## config.mk

```make
export PLATFORM = sky130hd
export DESIGN_NAME = branch_hazard_ctrl
export DESIGN_NICKNAME = d
export VERILOG_FILES = /design/src/rtl/branch_pkg.sv /design/src/rtl/branch_hazard_ctrl_comparator.sv /design/src/rtl/branch_hazard_ctrl.sv
export SDC_FILE = /design/constraint.sdc
export NUM_CORES = 1
export LEC_CHECK = 0
export ABC_AREA = 0
export BUFFER_PORTS_ARGS = -buffer_cell sky130_fd_sc_hd__buf_2
export CORE_ASPECT_RATIO = 1.25
export CORE_MARGIN = 3
export CORE_UTILIZATION = 43
export CTS_CLUSTER_DIAMETER = 30
export CTS_CLUSTER_SIZE = 14
export DETAILED_ROUTE_END_ITERATION = 8
export GPL_ROUTABILITY_DRIVEN = 0
export PLACE_DENSITY_LB_ADDON = 0.12
export SLEW_MARGIN = 20
export SYNTH_ARGS = -nofsm -noshare
export SYNTH_HDL_FRONTEND = slang
export SYNTH_SLANG_ARGS = --single-unit
```

## constraint.sdc

```tcl
create_clock -name clk -period 2.4 [get_ports clk]
set_input_delay 0 -clock clk [delete_from_list [all_inputs] [get_ports clk]]
set_output_delay 0 -clock clk [all_outputs]
set_load 0.02 [all_outputs]
```

## src/rtl/branch_pkg.sv

```systemverilog
// ============================================================================
// Module      : branch_pkg
// Description : Shared opcodes, flush FSM state type and counter width for
//               the branch hazard controller.
// Revision    : 1.0 - initial release
// ============================================================================
`default_nettype none

package branch_pkg;

    localparam logic [4:0] OP_BEQ = 5'b01000;
    localparam logic [4:0] OP_BGT = 5'b01001;
    localparam logic [4:0] OP_BNE = 5'b01010;
    localparam logic [4:0] OP_BLT = 5'b01011;

    // Wide enough for the largest legal flush window (15).
    localparam int CNT_W = 4;

    typedef enum logic [0:0] {
        IDLE  = 1'b0,
        FLUSH = 1'b1
    } flush_state_t;

endpackage

`default_nettype wire

```

## src/rtl/branch_hazard_ctrl_comparator.sv

```systemverilog
// ============================================================================
// Module      : branch_hazard_ctrl_comparator
// Description : Full-width equality / greater-than comparator, signed or
//               unsigned selected at elaboration.
// Revision    : 1.0 - initial release
// ============================================================================
`default_nettype none

module branch_hazard_ctrl_comparator #(
    parameter int DATA_W     = 32,
    parameter bit SIGNED_CMP = 1'b0
) (
    input  logic [DATA_W-1:0] i_a,
    input  logic [DATA_W-1:0] i_b,
    output logic              o_eq,
    output logic              o_gt
);

    assign o_eq = (i_a == i_b);

    generate
        if (SIGNED_CMP) begin : g_signed
            assign o_gt = ($signed(i_a) > $signed(i_b));
        end else begin : g_unsigned
            assign o_gt = (i_a > i_b);
        end
    endgenerate

endmodule

`default_nettype wire

```

## src/rtl/branch_hazard_ctrl.sv

```systemverilog
// ============================================================================
// Module      : branch_hazard_ctrl
// Description : EX-stage branch resolution with a multi-cycle flush window.
//               Optional branch statistics enabled by macro BRANCH_STATS_EN.
// Revision    : 1.0 - initial release
// ============================================================================
`default_nettype none

module branch_hazard_ctrl
    import branch_pkg::*;
#(
    parameter int DATA_W       = 32,
    parameter int OP_W         = 5,
    parameter int FLUSH_CYCLES = 2,
    parameter bit SIGNED_CMP   = 1'b0
) (
    input  logic              clk,
    input  logic              rst,
    input  logic              branchE,
    input  logic [OP_W-1:0]   opCode,
    input  logic [DATA_W-1:0] opeA,
    input  logic [DATA_W-1:0] opeB,
    input  logic              hold,
    output logic              select_pc,
    output logic              flush,
    output logic              stall,
    output logic              busy
`ifdef BRANCH_STATS_EN
    ,
    output logic [31:0]       br_count,
    output logic [31:0]       taken_count
`endif
);

    localparam logic [OP_W-1:0]  c_op_beq   = OP_W'(OP_BEQ);
    localparam logic [OP_W-1:0]  c_op_bgt   = OP_W'(OP_BGT);
    localparam logic [OP_W-1:0]  c_op_bne   = OP_W'(OP_BNE);
    localparam logic [OP_W-1:0]  c_op_blt   = OP_W'(OP_BLT);
    localparam logic [CNT_W-1:0] c_cnt_init = CNT_W'(FLUSH_CYCLES - 1);

    flush_state_t     r_state;
    flush_state_t     w_state_nxt;
    logic [CNT_W-1:0] r_cnt;
    logic [CNT_W-1:0] w_cnt_nxt;

    logic w_eq;
    logic w_gt;
    logic w_lt;
    logic w_cond;
    logic w_evaluated;
    logic w_taken;

    branch_hazard_ctrl_comparator #(
        .DATA_W     (DATA_W),
        .SIGNED_CMP (SIGNED_CMP)
    ) u_cmp (
        .i_a  (opeA),
        .i_b  (opeB),
        .o_eq (w_eq),
        .o_gt (w_gt)
    );

    assign w_lt = ~w_eq & ~w_gt;

    always_comb begin
        w_cond = 1'b0;
        case (opCode)
            c_op_beq: w_cond = w_eq;
            c_op_bgt: w_cond = w_gt;
            c_op_bne: w_cond = ~w_eq;
            c_op_blt: w_cond = w_lt;
            default:  w_cond = 1'b0;
        endcase
    end

    // A branch seen while flushing is itself a squashed instruction.
    assign w_evaluated = branchE & (r_state == IDLE) & ~hold;
    assign w_taken     = w_evaluated & w_cond;

    always_ff @(posedge clk) begin
        if (rst) begin
            r_state <= IDLE;
            r_cnt   <= '0;
        end else begin
            r_state <= w_state_nxt;
            r_cnt   <= w_cnt_nxt;
        end
    end

    always_comb begin
        w_state_nxt = r_state;
        w_cnt_nxt   = r_cnt;
        select_pc   = 1'b0;
        flush       = 1'b0;
        stall       = 1'b0;
        busy        = 1'b0;
        case (r_state)
            IDLE: begin
                select_pc = w_taken;
                flush     = w_taken;
                stall     = w_taken;
                if (w_taken && (FLUSH_CYCLES > 1)) begin
                    w_state_nxt = FLUSH;
                    w_cnt_nxt   = c_cnt_init;
                end
            end
            FLUSH: begin
                flush = 1'b1;
                busy  = 1'b1;
                // Hold freezes the window so it always spans FLUSH_CYCLES real cycles.
                if (!hold) begin
                    if (r_cnt == CNT_W'(1)) begin
                        w_state_nxt = IDLE;
                        w_cnt_nxt   = '0;
                    end else begin
                        w_cnt_nxt = r_cnt - CNT_W'(1);
                    end
                end
            end
            default: begin
                w_state_nxt = IDLE;
                w_cnt_nxt   = '0;
            end
        endcase
        if (rst) begin
            select_pc = 1'b0;
            flush     = 1'b0;
            stall     = 1'b0;
            busy      = 1'b0;
        end
    end

`ifdef BRANCH_STATS_EN
    logic [31:0] r_br_count;
    logic [31:0] r_taken_count;

    always_ff @(posedge clk) begin
        if (rst) begin
            r_br_count    <= '0;
            r_taken_count <= '0;
        end else begin
            if (w_evaluated) begin
                r_br_count <= r_br_count + 32'd1;
            end
            if (w_taken) begin
                r_taken_count <= r_taken_count + 32'd1;
            end
        end
    end

    assign br_count    = r_br_count;
    assign taken_count = r_taken_count;
`endif

endmodule

`default_nettype wire

```

==> insert_results.sql, run 1 <==
INSERT INTO impl_metrics (metric_group, metric, value, unit) VALUES
('cts', 'numClockSinks', '5', ''),
('worst_setup_path', 'regToRegEndpoint', 'r_cnt[3]$_SDFFE_PP0P_', ''),
('yosys', 'synthArstFlopShare', '0', '%'),
('sta', 'min_period', '2.19', 'ns'),
('outcome', 'status', 'finished clean', ''),
('cts', 'path_clk_slew', '0.05', 'ns'),
('yosys', 'count_of_warnings_emitted_by_yosys', '0', ''),
('detailed_routing', 'drt_first_pass_iters', '6', ''),
('yosys', 'seq_area_frac_synth', '8.47', '%'),
('worst_setup_path', 'crit_required', '2.40', 'ns'),
('yosys', 'syn_area_cell', '7.87', 'µm²'),
('hold_path', 'min_from', 'rst', ''),
('pwr', 'vdd.ir_drop.worst', '0.184', 'mV'),
('yosys', 'synth_top_area_share', '36.0', '%'),
('floorplan', 'io_pins', '77', ''),
('pwr', 'logic_gate_share_of_total_power', '51.5', '%'),
('layout', 'drive_gt1_share', '38.9', '%'),
('yosys', 'synth_area', '1180', 'µm²'),
('detailed_routing', 'drt-total-wl', '2.94', 'mm'),
('floorplan', 'die_area', '3420', 'µm²'),
('layout', 'final_cells', '262', ''),
('yosys', 'postSynthNetCount', '257', ''),
('worst_setup_path', 'setup.worst_path.start_class', 'input port', ''),
('yosys', 'post_synth_most_frequent_cells', 'ha_1 (34), inv_1 (34), a21oi_1 (15)', ''),
('worst_setup_path', 'setup.reg_to_reg.worst_slack', '1.12', 'ns'),
('layout', 'layout.cell_area.non_filler', '1640', 'µm²'),
('sta', 'timing.final.hold_violations', '0', ''),
('global_route', 'grt_first_pass_wirelength', '4.81', 'mm'),
('sta', 'fin_setup_tns', '0', 'ns'),
('cts', 'worstSkewPairLatency', '0.24', 'ns'),
('pwr', 'seqPwrFrac', '22.3', '%'),
('cts', 'h-tree-depth', '1', ''),
('global_route', 'grt_max_degree', '8', ''),
('global_route', 'first_global_vias', '1323', ''),
('floorplan', 'die_h', '64.6', 'µm'),
('pwr', 'p_int', '0.000251', 'W'),
('detailed_routing', 'detailroute.via_count', '1335', ''),
('floorplan', 'die_x', '52.9', 'µm'),
('placement', 'detailed_place.area', '1600', 'µm²'),
('sta', 'fin_worst_hold_slack', '0.0131', 'ns'),
('cts', 'cts.path.max_buffers', '2', ''),
('detailed_routing', 'wl_per_cell', '11.2', 'µm'),
('global_route', 'grt_remaining_overflow', '0', ''),
('layout', 'final_core_util', '64.8', '%'),
('yosys', 'synth.lib_cells_used.distinct', '40', ''),
('global_route', 'track_usage', '17.6', '%'),
('sta', 'finClkSkew', '0.00760', 'ns'),
('sta', 'worst_slew_pin_tran', '0.352', 'ns'),
('worst_setup_path', 'worst-setup-path-type', 'input port to primary output', ''),
('sta', 'setup_violations', '0', ''),
('worst_setup_path', 'setup.worst_path.end_class', 'primary output', ''),
('sta', 'rsz0062_at_grt', 'no', ''),
('hold_path', 'min-delay-path-class', 'input port to flop', ''),
('run', 'maxcap_viol_count', '0', ''),
('sta', 'timing_max_transition_violations_final', '0', ''),
('worst_setup_path', 'rr_worst_depth', '5', ''),
('detailed_routing', 'drt_antenna_net_count', '0', ''),
('worst_setup_path', 'critical_path_peak_fanout', '5', ''),
('yosys', 'synth_area_leader_cell', 'ha_1', ''),
('hold_path', 'holdPathEnd', 'r_cnt[2]$_SDFFE_PP0P_', ''),
('yosys', 'synth.top_cells.by_area', 'ha_1 (36%), inv_1 (11%), dfxtp_1 (8.5%)', ''),
('cts', 'clockRootBuffer', 'clkbuf_4', ''),
('sta', 'fin_crit_sh', '91.3', '%'),
('hold_path', 'hold_path_depth', '2', ''),
('worst_setup_path', 'timing.critical_path.arrival', '2.19', 'ns'),
('layout', 'nNetsFinal', '337', ''),
('layout', 'diodes', '0', ''),
('layout', 'p_r_area_growth_vs_syn', '38.7', '%'),
('yosys', 'post_synth_inst_count', '150', ''),
('yosys', 'post_synth_edffs', '0', ''),
('global_route', 'number_of_antenna_violations_at_the_first_check_in_global_routing', '0', '');
-- cells by family after synthesis --
kind of cell | Yosys count | share of synthesized area (%)
simple gates | 39 | 22.2
compound gates | 35 | 20.2
buf+inv | 35 | 11.4
fa+ha+maj | 34 | 36.0
flops | 5 | 8.47
xor+xnor | 1 | 0.742
mux | 1 | 0.847
-- metrics by stage --
stage | worst slack [ns] | total power, W
2_1_floorplan | 0.376 | 0.000197
6_report | 0.209 | 0.000383
4_1_cts | 0.154 | 0.000387
3_3_place_gp | 0.221 | 0.000272
5_1_grt | 0.00207 | 0.000425
3_5_place_dp | 0.172 | 0.000283
-- cells in the final DEF, fill, tap and decap left out, drive strengths merged, types with 2 or more instances in the layout --
cell and n:
dfxtp 5, nor2 4, a21o 5, nor3 2, a311oi 2, nand3 5, ha 34, nor2b 2
nand2 7, clkbuf 4, nand4 4, o21ai 4, nand2b 4, and4 4, inv 34, o31ai 2
buf 76, a21oi 15
-- flip-flops by register name, indices dropped and copies added, names as in the netlist --
register and cells:
r_state 1, r_cnt 4
-- per-layer routing --
metal	up-vias	global-route usage [%]	share of wire, %
li1	692	-	-
met1	590	16.3	36
met2	51	37.3	57
met3	2	2.53	6.9
met4	0	3.83	0.31
met5	-	0	0
-- worst max-delay path, cell delays in order --
cell and delay [ns]:
buf_2 0.08, inv_1 0.03, ha_1 0.30, nand4_2 0.16, nor4_4 0.32, nand3_1 0.16
and2_0 0.19, and4_4 0.19, o31ai_4 0.29, nor2_1 0.10, or2_1 0.20, buf_2 0.16
-- area by class of cell --
| class | instances | area [µm²] |
|---|---|---|
| sequential | 5 | 100 |
| tap | 33 | 41.3 |
| clock buffer | 4 | 26.3 |
| multi-input combinational | 110 | 962 |
| inverter | 34 | 128 |
| timing repair buffer | 76 | 380 |
| fill | 236 | 890 |
-- power by group through the flow --
stage	clock network, W	logic, W	registers, W
floorplan	0	0.000111	0.0000866
global placement	0	0.000185	0.0000868
detailed placement	0	0.000196	0.0000869
CTS	0.000104	0.000198	0.0000852
global route	0.000112	0.000227	0.0000852
finish	0.000100	0.000197	0.0000854
-- what timing repair did --
item,CTS,global route
gates resized for setup,0,2
buffers inserted,0,0
endpoints found under the setup margin,0,1
-- worst max path at each step --
stage | start | end | depth (start not counted) | slack, ns
floorplan | opeB[14] | flush | 10 | 0.38
global placement | opeA[9] | flush | 11 | 0.22
detailed placement | opeA[14] | r_cnt[3]$_SDFFE_PP0P_ | 10 | 0.17
CTS | opeA[14] | flush | 11 | 0.15
global route | opeB[15] | flush | 12 | 0.002
finish | opeB[15] | flush | 12 | 0.21
Power figures use the tool's default switching activity.
==> run 2, diff against run 1 <==
--- a/config.mk
+++ b/config.mk
@@ -6,7 +6,7 @@
 export NUM_CORES = 1
 export LEC_CHECK = 0
 export ABC_AREA = 0
-export BUFFER_PORTS_ARGS = -buffer_cell sky130_fd_sc_hd__buf_2
+export BUFFER_PORTS_ARGS = -buffer_cell sky130_fd_sc_hd__buf_4
 export CORE_ASPECT_RATIO = 1.25
 export CORE_MARGIN = 3
 export CORE_UTILIZATION = 43
==> run 2 against run 1 <==
  * Total power grew 9.1%
  * Sequential power is essentially flat
  * Maximum frequency shrank 0.15%
  * Critical path depth shrank 1
  * Die area is the same
  * Non-clock buffer count grew 1
  * Flip-flop and latch count is the same
  * Clock power is essentially flat
  * Count of clock-buffer cells in the layout is the same
  * Critical endpoint unchanged
  * Highest routed layer unchanged
==> insert_results.sql, run 2 (synthesized netlist as in run 1, its figures left out) <==
INSERT INTO impl_metrics (metric_group, metric, value, unit) VALUES
('outcome', 'status', 'finished clean', ''),
('detailed_routing', 'wl_per_cell', '12.7', 'µm'),
('placement', 'placement.io_buffers', '76', ''),
('pwr', 'power_density', '228', 'nW/µm²'),
('worst_setup_path', 'setup.worst_path.end_class', 'primary output', ''),
('placement', 'inst_count_dp', '258', ''),
('hold_path', 'holdPathEnd', 'r_state$_SDFF_PP0_', ''),
('detailed_routing', 'drt-total-wl', '3.34', 'mm'),
('detailed_routing', 'drt_first_pass_iters', '4', ''),
('cts', 'h-tree-depth', '1', ''),
('sta', 'timing.final.hold_violations', '0', ''),
('sta', 'maxClockFrequency', '0.456', 'GHz'),
('layout', 'p_r_area_growth_vs_syn', '54.9', '%'),
('detailed_routing', 'detail_route.iter0.violations', '28', ''),
('placement', 'dp_hpwl', '2.95', 'mm'),
('hold_path', 'min-delay-path-class', 'input port to flop', ''),
('worst_setup_path', 'crit_chain', 'buf_4, ha_1, nand4_2, nor4_2, nand3_1, and2_0, and4_4, o31ai_4, nor2_1, or2_1, buf_4', ''),
('pwr', 'seqPwrFrac', '20.5', '%'),
('worst_setup_path', 'regToRegEndpoint', 'r_cnt[3]$_SDFFE_PP0P_', ''),
('worst_setup_path', 'rr_worst_depth', '5', ''),
('worst_setup_path', 'worst-setup-path-type', 'input port to primary output', ''),
('sta', 'finClkSkew', '0.0108', 'ns'),
('detailed_routing', 'remaining_drc_errors', '0', ''),
('detailed_routing', 'drt_antenna_net_count', '0', ''),
('layout', 'flip_flop_count_of_the_largest_register_all_copies_and_words_added', '4', ''),
('pwr', 'total_power', '0.000418', 'W'),
('worst_setup_path', 'worstReg2RegStart', 'r_cnt[1]$_SDFFE_PP0P_', ''),
('floorplan', 'die_area', '3420', 'µm²'),
('cts', 'path_clk_slew', '0.04', 'ns'),
('sta', 'min_period', '2.19', 'ns'),
('pwr', 'leakage', '1.04', 'nW'),
('worst_setup_path', 'max_stage_delay', '0.31', 'ns'),
('global_route', 'grt_first_pass_wirelength', '5.17', 'mm'),
('sta', 'timing_max_transition_violations_final', '0', ''),
('worst_setup_path', 'setup.worst_path.start_class', 'input port', ''),
('global_route', 'first_global_vias', '1426', ''),
('layout', 'final_cells', '263', ''),
('floorplan', 'io_pins', '77', ''),
('pwr', 'logic_gate_share_of_total_power', '55.5', '%'),
('detailed_routing', 'routed_via_density', '5.26', ''),
('sta', 'slew-limit-headroom', '75.2', '%'),
('worst_setup_path', 'timing.critical_path.arrival', '2.19', 'ns'),
('worst_setup_path', 'critical_path_peak_fanout', '5', ''),
('worst_setup_path', 'timing_startpoint_of_the_critical_path', 'opeA[13]', ''),
('worst_setup_path', 'critPathBufInv', '2', ''),
('layout', 'final_common_cell', 'buf_4', ''),
('cts', 'clockRootBuffer', 'clkbuf_4', ''),
('sta', 'fin_setup_tns', '0', 'ns'),
('floorplan', 'die_x', '52.9', 'µm'),
('cts', 'tritoncts.num_buffers', '3', ''),
('pwr', 'power.switching', '0.000133', 'W'),
('run', 'maxcap_viol_count', '0', ''),
('pwr', 'p_int', '0.000285', 'W'),
('cts', 'tritoncts', 'done', ''),
('layout', 'drive_gt1_share', '38.7', '%'),
('global_route', 'grt_remaining_overflow', '0', ''),
('global_route', 'number_of_antenna_violations_at_the_first_check_in_global_routing', '0', ''),
('layout', 'diodes', '0', ''),
('pwr', 'vdd.ir_drop.worst', '0.166', 'mV'),
('global_route', 'track_usage', '19.7', '%'),
('worst_setup_path', 'worst_path_most_repeated_cell', 'buf_4', ''),
('sta', 'fin_crit_sh', '91.4', '%'),
('detailed_routing', 'detailroute.via_count', '1383', ''),
('layout', 'nNetsFinal', '338', ''),
('floorplan', 'core_area', '2530', 'µm²'),
('worst_setup_path', 'crit_required', '2.40', 'ns'),
('sta', 'rsz0062_at_grt', 'no', ''),
('layout', 'layout.cells.most_common_list', 'buf_4 (76), inv_1 (34), ha_1 (34), a21oi_1 (15), nand2_1 (6)', ''),
('hold_path', 'hold_path_depth', '3', ''),
('sta', 'setup_violations', '0', ''),
('worst_setup_path', 'cpLargestDelayFamily', 'simple AND/OR/NAND/NOR gates', ''),
('layout', 'registers_with_the_most_flip_flops', 'r_cnt: 4 flops, r_state: 1 flops', ''),
('sta', 'worst_slew_pin_tran', '0.369', 'ns'),
('cts', 'post_cts_buffers', '0', ''),
('pwr', 'clock_power_share', '24.1', '%'),
('hold_path', 'min_from', 'hold', ''),
('global_route', 'grt_max_degree', '8', ''),
('layout', 'largest_register', 'r_cnt', ''),
('floorplan', 'die_h', '64.6', 'µm'),
('cts', 'cts.path.max_buffers', '2', ''),
('worst_setup_path', 'cpMaxStageDelayCell', 'nor4_2', ''),
('floorplan', 'placementRows', '20', ''),
('cts', 'worstSkewPairLatency', '0.25', 'ns'),
('pwr', 'swShare', '31.8', '%'),
('cts', 'numClockSinks', '5', ''),
('floorplan', 'start_util', '46.7', '%'),
('worst_setup_path', 'setup.reg_to_reg.worst_slack', '1.03', 'ns');
-- run 2: cell count changes in the layout (fill, tap and decap cells not counted) --
cell           before  now
buf_2              76    0
buf_4               0   76
nor4_2              0    1
nor4_4              1    0
dlygate4sd3_1       0    1
-- run 2: what timing repair did --
item	4_1_cts	5_1_grt
gates resized for setup	0	1
hold buffers	1	0
endpoints found under the setup margin	0	1
hold endpoints to repair	4	0
-- run 2: power groups by stage --
stage	combinational, W	sequential [W]	clock, W
2_1_floorplan	0.000111	0.0000866	0
3_3_place_gp	0.000218	0.0000868	0
3_5_place_dp	0.000231	0.0000869	0
4_1_cts	0.000234	0.0000855	0.000101
5_1_grt	0.000260	0.0000855	0.000108
6_report	0.000232	0.0000856	0.000101
-- run 2: per-layer routing --
metal / global-route usage, % / part of all wire (%) / vias to the layer above
li1: - / - / 692
met1: 16.0 / 34 / 623
met2: 42.7 / 58 / 62
met3: 2.30 / 6.8 / 6
met4: 8.31 / 1.5 / 0
met5: 0 / 0 / -
-- run 2: layout make-up --
| cell class | count | area [µm²] |
|---|---|---|
| Tap cell | 33 | 41.3 |
| Inverter | 34 | 128 |
| Multi-Input combinational cell | 110 | 953 |
| Sequential cell | 5 | 100 |
| Timing Repair Buffer | 77 | 581 |
| Fill cell | 199 | 698 |
| Clock buffer | 4 | 26.3 |
-- run 2: through the flow --
stage / util (%) / hold slack [ns] / cell area (µm²) / worst slack, ns
after floorplan: - / 0.0691 / 1180 / 0.376
after global placement: 70.6 / 0.214 / 1790 / 0.193
after detailed placement: 70.6 / 0.222 / 1790 / 0.125
after CTS: 72.1 / 0.0582 / 1820 / 0.150
after global routing: 72.4 / 0.0806 / 1830 / 0.00637
final: 72.4 / 0.0632 / 1830 / 0.205
-- run 2: worst min-delay path: stages --
cell and delay (ns):
buf_4 0.10, o21ai_0 0.09, o21ai_0 0.08
-- run 2: worst max path at each step --
stage / endpoint / slack, ns / cells past startpoint
global placement: flush / 0.19 / 11
global route: flush / 0.006 / 12
finish: flush / 0.21 / 11
detailed placement: r_cnt[3]$_SDFFE_PP0P_ / 0.13 / 10
floorplan: flush / 0.38 / 10
CTS: flush / 0.15 / 11
